<file path="config.mk">
export PLATFORM = sky130hd
export DESIGN_NAME = stopwatch_up_2d
export DESIGN_NICKNAME = d
export VERILOG_FILES = /design/src/rtl/stopwatch_up_2d.sv
export SDC_FILE = /design/constraint.sdc
export NUM_CORES = 1
export LEC_CHECK = 0
export CORE_UTILIZATION = 30
export CTS_BUF_LIST = sky130_fd_sc_hd__clkbuf_4 sky130_fd_sc_hd__clkbuf_8
export DETAILED_ROUTE_END_ITERATION = 12
export SYNTH_ARGS = -nofsm -noshare
export SYNTH_HDL_FRONTEND = slang
export SYNTH_SLANG_ARGS = --single-unit
</file>
<file path="constraint.sdc">
create_clock -name clk -period 5.4 [get_ports clk]
set_input_delay 0.54 -clock clk [delete_from_list [all_inputs] [get_ports clk]]
set_output_delay 0.54 -clock clk [all_outputs]
set_load 0.01 [all_outputs]
</file>
<file path="src/rtl/stopwatch_up_2d.sv">
// stopwatch_up_2d
//   Two-digit BCD count-up stopwatch (00..(TENS_LIMIT)9) with start/pause,
//   lap-freeze and a stop target latched when a run starts from IDLE.
//
// Ports
//   clk, rst              clock, asynchronous active-high reset
//   tick                  one-cycle count-enable strobe (1 Hz)
//   start_stop            one-cycle pulse: start (IDLE/PAUSE) or pause (RUN)
//   lap                   one-cycle pulse: freeze / release the display
//   clear                 one-cycle pulse: return to IDLE with count 00
//   target_d1, target_d0  stop target, BCD tens / ones
//   digit1, digit0        displayed BCD digits (lap register while frozen)
//   running, done         high in RUN / DONE respectively
//   lap_active            high while the display is frozen
module stopwatch_up_2d #(
  parameter int BCD_BIT_WIDTH = 4,
  parameter int TENS_LIMIT    = 5
) (
  input  logic                     clk,
  input  logic                     rst,
  input  logic                     tick,
  input  logic                     start_stop,
  input  logic                     lap,
  input  logic                     clear,
  input  logic [BCD_BIT_WIDTH-1:0] target_d1,
  input  logic [BCD_BIT_WIDTH-1:0] target_d0,
  output logic [BCD_BIT_WIDTH-1:0] digit1,
  output logic [BCD_BIT_WIDTH-1:0] digit0,
  output logic                     running,
  output logic                     done,
  output logic                     lap_active
);

  localparam logic [BCD_BIT_WIDTH-1:0] TENS_MAX = BCD_BIT_WIDTH'(TENS_LIMIT);
  localparam logic [BCD_BIT_WIDTH-1:0] ONES_MAX = BCD_BIT_WIDTH'(9);
  localparam logic [BCD_BIT_WIDTH-1:0] ONE      = BCD_BIT_WIDTH'(1);

  typedef enum logic [1:0] {
    S_IDLE  = 2'd0,
    S_RUN   = 2'd1,
    S_PAUSE = 2'd2,
    S_DONE  = 2'd3
  } state_t;

  state_t                   state;
  logic [BCD_BIT_WIDTH-1:0] cnt1, cnt0;
  logic [BCD_BIT_WIDTH-1:0] lap1, lap0;
  logic [BCD_BIT_WIDTH-1:0] tgt1, tgt0;
  logic                     lap_act;

  logic [BCD_BIT_WIDTH-1:0] inc1, inc0;
  logic [BCD_BIT_WIDTH-1:0] ld1, ld0;
  logic                     tgt_bad;
  logic                     hit;

  // BCD increment, saturating at (TENS_LIMIT)9 so the count can never wrap.
  always_comb begin
    inc1 = cnt1;
    inc0 = cnt0;
    if (cnt0 == ONES_MAX) begin
      if (cnt1 < TENS_MAX) begin
        inc1 = cnt1 + ONE;
        inc0 = '0;
      end
    end else begin
      inc0 = cnt0 + ONE;
    end
  end

  // Out-of-range targets are replaced by the top of the count range.
  always_comb begin
    tgt_bad = (target_d0 > ONES_MAX) || (target_d1 > TENS_MAX);
    ld1     = tgt_bad ? TENS_MAX : target_d1;
    ld0     = tgt_bad ? ONES_MAX : target_d0;
  end

  assign hit = (inc1 == tgt1) && (inc0 == tgt0);

  // Only the highest-priority effective action of a cycle is applied
  // (clear > start_stop > lap > tick); inputs a state ignores do not block
  // lower-priority ones.
  always_ff @(posedge clk or posedge rst) begin
    if (rst) begin
      state   <= S_IDLE;
      cnt1    <= '0;
      cnt0    <= '0;
      lap1    <= '0;
      lap0    <= '0;
      tgt1    <= '0;
      tgt0    <= '0;
      lap_act <= 1'b0;
    end else begin
      unique case (state)
        S_IDLE: begin
          if (start_stop) begin
            tgt1  <= ld1;
            tgt0  <= ld0;
            state <= (ld1 == '0 && ld0 == '0) ? S_DONE : S_RUN;
          end
        end
        S_RUN: begin
          if (start_stop) begin
            state <= S_PAUSE;
          end else if (lap) begin
            if (lap_act) begin
              lap_act <= 1'b0;
            end else begin
              lap1    <= cnt1;
              lap0    <= cnt0;
              lap_act <= 1'b1;
            end
          end else if (tick) begin
            cnt1 <= inc1;
            cnt0 <= inc0;
            if (hit) begin
              state   <= S_DONE;
              lap_act <= 1'b0;
            end
          end
        end
        S_PAUSE: begin
          if (clear) begin
            state   <= S_IDLE;
            cnt1    <= '0;
            cnt0    <= '0;
            lap_act <= 1'b0;
          end else if (start_stop) begin
            state <= S_RUN;
          end else if (lap) begin
            if (lap_act) begin
              lap_act <= 1'b0;
            end else begin
              lap1    <= cnt1;
              lap0    <= cnt0;
              lap_act <= 1'b1;
            end
          end
        end
        S_DONE: begin
          if (clear) begin
            state   <= S_IDLE;
            cnt1    <= '0;
            cnt0    <= '0;
            lap_act <= 1'b0;
          end
        end
        default: state <= S_IDLE;
      endcase
    end
  end

  assign digit1     = lap_act ? lap1 : cnt1;
  assign digit0     = lap_act ? lap0 : cnt0;
  assign running    = (state == S_RUN);
  assign done       = (state == S_DONE);
  assign lap_active = lap_act;

endmodule

</file>
==> results.md <==
- Core Region: between 5000 and 6000 um2
- Slew HR: 0.316
- Fraction of layout cells with a size suffix above 1: 0.120
- Root buffer cell: clkbuf_8
- Yosys top cell area share: 0.370
- Fin. Hold Viols: 0
- R2R Setup Slk: about 2900 ps
- Synth area leaders: dfrtp_1 37%, mux2_2 8.0%, ha_1 6.2%, nand2_1 3.3%, o21ai_0 3.0%
- Initial DRC count: 104
- Buffers on Ports: 24
- Syn. warnings: 0
- CTS Buf Count: 3
- Fin crit share: 0.470
- Synth Cell Area: between 1500 and 2000 um2
- Initial antenna violation count: 0
- Clock Sinks: 27
- Maximum clock path buffer count: 2
- Hold depth: 1
- Synthesized instance count: ~190
- Worst vdd ir: 239 uV
- Overflow after GRT: 0
- Synth Register Bits: 27
- Syn nets: 210
- Worst endpoint required time: around 5600 ps
- Final Instance Area: around 2200 um2
- Worst Hold Path EP: lap0[2]
- Ports: 25
- Post-synth cell types: 51
- Status: finished clean
- Max-cap violations: 0
- Crit-path cells: inv_1 > ha_1 > a21boi_1 > o221ai_1 > nor4b_2 > nand3_2 > or4_1 > a31oi_1
- DR WL/cell: around 14 um
- Fin crit period: about 2500 ps
- Later-pin clock latency in the skew report: ~270 ps
- Commonest cells after routing, fill and taps aside: 27 x dfrtp_1, 24 x clkdlybuf4s50_1, 16 x nand2_1, 13 x mux2_2, 11 x o21ai_0
- Die Y: between 70 and 80 um
- Number of remaining DRC errors: 0
- Pre-CTS setup slack: about 2900 ps
- Layout net count: approximately 230
- Worst slew pin tran: roughly 1000 ps
- Final Max Slew Viols: 0
- Setup Viol. Count Final: 0
- Worst r2r path cells: 8
- Die area: 6400 um2
- Diodes inserted: 0
- Syn_area_per_cell: between 9 and 10 um2
- Synth area leader: dfrtp_1
- Area Growth Syn to Fin: 18.9%
- Prevailing post-synth register cell: dfrtp_1
- Clock-pin slew on the worst setup and hold paths: 90 ps
- First-pass GRT wire length: ~6700 um
- Post-CTS Setup Inserts: 0
- Area after DPL: around 2100 um2
- CTS tree: yes
- FP Rows: 28
- Clock skew: between 4 and 5 ps
- Most common cell after layout, fill and taps aside: dfrtp_1
- Post-synth EDFFs: 0
- Crit Path Class: reg -> reg
- Multi-input gate area: about 1100 um2
- Placer congestion estimate: ~0.86
- RSZ-0062 raised after global routing: false
- Fill cell count: just over 600
- H-tree depth: 1
- Crit-path slowest cell: or4_1
- Vias per cell: 5.31
- Vias in the first global route: between 1,000 and 1,500
- Worst R2R End: state[0]
- Hold crit path type: reg -> reg
- Via count: 1,508
- Total GRT Usage: 0.133
- Reg area: slightly below 700 um2
- Largest net degree at the start of global routing: 28
- Post_cts resized: 0
- Hold Startpoint: lap0[2]
- Number of iterations in the first detailed-routing pass: 4
- Pwr per Cell Area: ~440 nW/um2
- Fmax achieved: between 0.3 and 0.4 GHz
- Crit path DAT: between 2000 and 3000 ps
- Asr flop ratio synth: 1.00
- Pleak: between 0.8 and 0.9 nW
- Final worst slack: between 2000 and 3000 ps
- Setup TNS: 0 ps
- DIE WIDTH: between 70 and 80 um
- Initial Utilization: 0.310
- Hold_buf cts: 0
- FF-to-FF Start: cnt0[1]
- Sequential share of the synthesized area: 0.370
- CP max FO: 6
- Category of the worst setup path launch point: flop
- Post-DP HPWL: 3090 um
- Final Routed Wirelength: 3960 um
- Worst setup EP type: flop
- Post-DRT Antenna Nets: 0
- Max stage delay on crit path: about 540 ps
-- final cells by class --
cell class | instances | area share
Clock buffer | 3 | 0.0190
Clock inverter | 1 | 0.00346
Inverter | 10 | 0.0173
Multi-Input combinational cell | 144 | 0.495
Sequential cell | 27 | 0.312
Tap cell | 75 | 0.0433
Timing Repair Buffer | 24 | 0.111
-- synthesized netlist by cell type, types with 2 or more instances --
library cell  count
nand3_1           4
or3_1             3
a32oi_1           2
nor2b_1           4
nand2b_1          3
nand4_1           2
dfrtp_1          27
o211ai_1          2
ha_1              9
xor2_1            3
a21o_1            4
mux2_2           13
o311ai_0          2
inv_1            10
clkbuf_1          3
o22a_1            3
or4_1             2
nor3_1            4
xnor2_1           5
a22o_1            4
o31ai_1           3
a31oi_1           2
buf_6             2
nand2_1          16
a21oi_1          10
o21ai_0          11
nor2_1            9
and2_1            2
-- critical path: cells and delay by family (launching register included) --
kind / cells / cell delay [ps]
adders and majority gates: 1 / 260
DFF: 1 / 520
buffers and inverters: 1 / 90
AOI/OAI and AO/OA: 3 / 600
and+or+nand+nor: 3 / 970
-- state kept, by name (all words and copies together), names as in the netlist --
| signal | flops |
|---|---|
| cnt0 | 4 |
| cnt1 | 4 |
| lap0 | 4 |
| lap1 | 4 |
| tgt0 | 4 |
| tgt1 | 4 |
| state | 2 |
| lap_active | 1 |
-- per-layer routing --
metal / GRT usage / wire length [um]
met5: 0 / 0
met4: 0.0161 / 13
met3: 0.0309 / 165
met2: 0.191 / 1720
met1: 0.206 / 2060
-- worst max path at each step --
stage / from / to / slack (ps) / cells past startpoint
3_5_place_dp: lap / lap1[2] / 2870 / 5
5_1_grt: cnt0[1] / state[0] / 2710 / 8
6_report: cnt0[1] / state[0] / 2860 / 8
2_1_floorplan: cnt0[1] / state[0] / 3220 / 8
4_1_cts: cnt0[1] / state[0] / 2880 / 8
3_3_place_gp: cnt0[1] / state[0] / 2890 / 8
-- kinds of logic (layout without fill, tap and decap cells) --
group / after synthesis / in the layout / synth area share
and+or+nand+nor: 60 / 60 / 0.195
AOI/OAI and AO/OA: 54 / 54 / 0.213
DFF: 27 / 27 / 0.370
buffers and inverters: 16 / 38 / 0.0418
muxes: 13 / 13 / 0.0802
adders and majority gates: 9 / 9 / 0.0617
xor gates and xnor gates: 8 / 8 / 0.0384
-- stage by stage --
step | power, mW | utilization | std cells | hold slack [ps]
3_5_place_dp | 0.852 | 0.360 | 280 | 490
6_report | 0.962 | 0.368 | 284 | 512
3_3_place_gp | 0.847 | 0.360 | 280 | 483
2_1_floorplan | 0.700 | - | 187 | 475
5_1_grt | 1.05 | 0.368 | 284 | 532
4_1_cts | 0.969 | 0.368 | 284 | 514
-- power by group --
group,total (mW),internal [mW],leakage [nW],switching (mW)
registers,0.337,0.258,0.347,0.0787
clock network,0.114,0.0523,0.0217,0.0612
logic,0.511,0.245,0.530,0.266
Note: power is estimated with default switching activity, not from simulation.
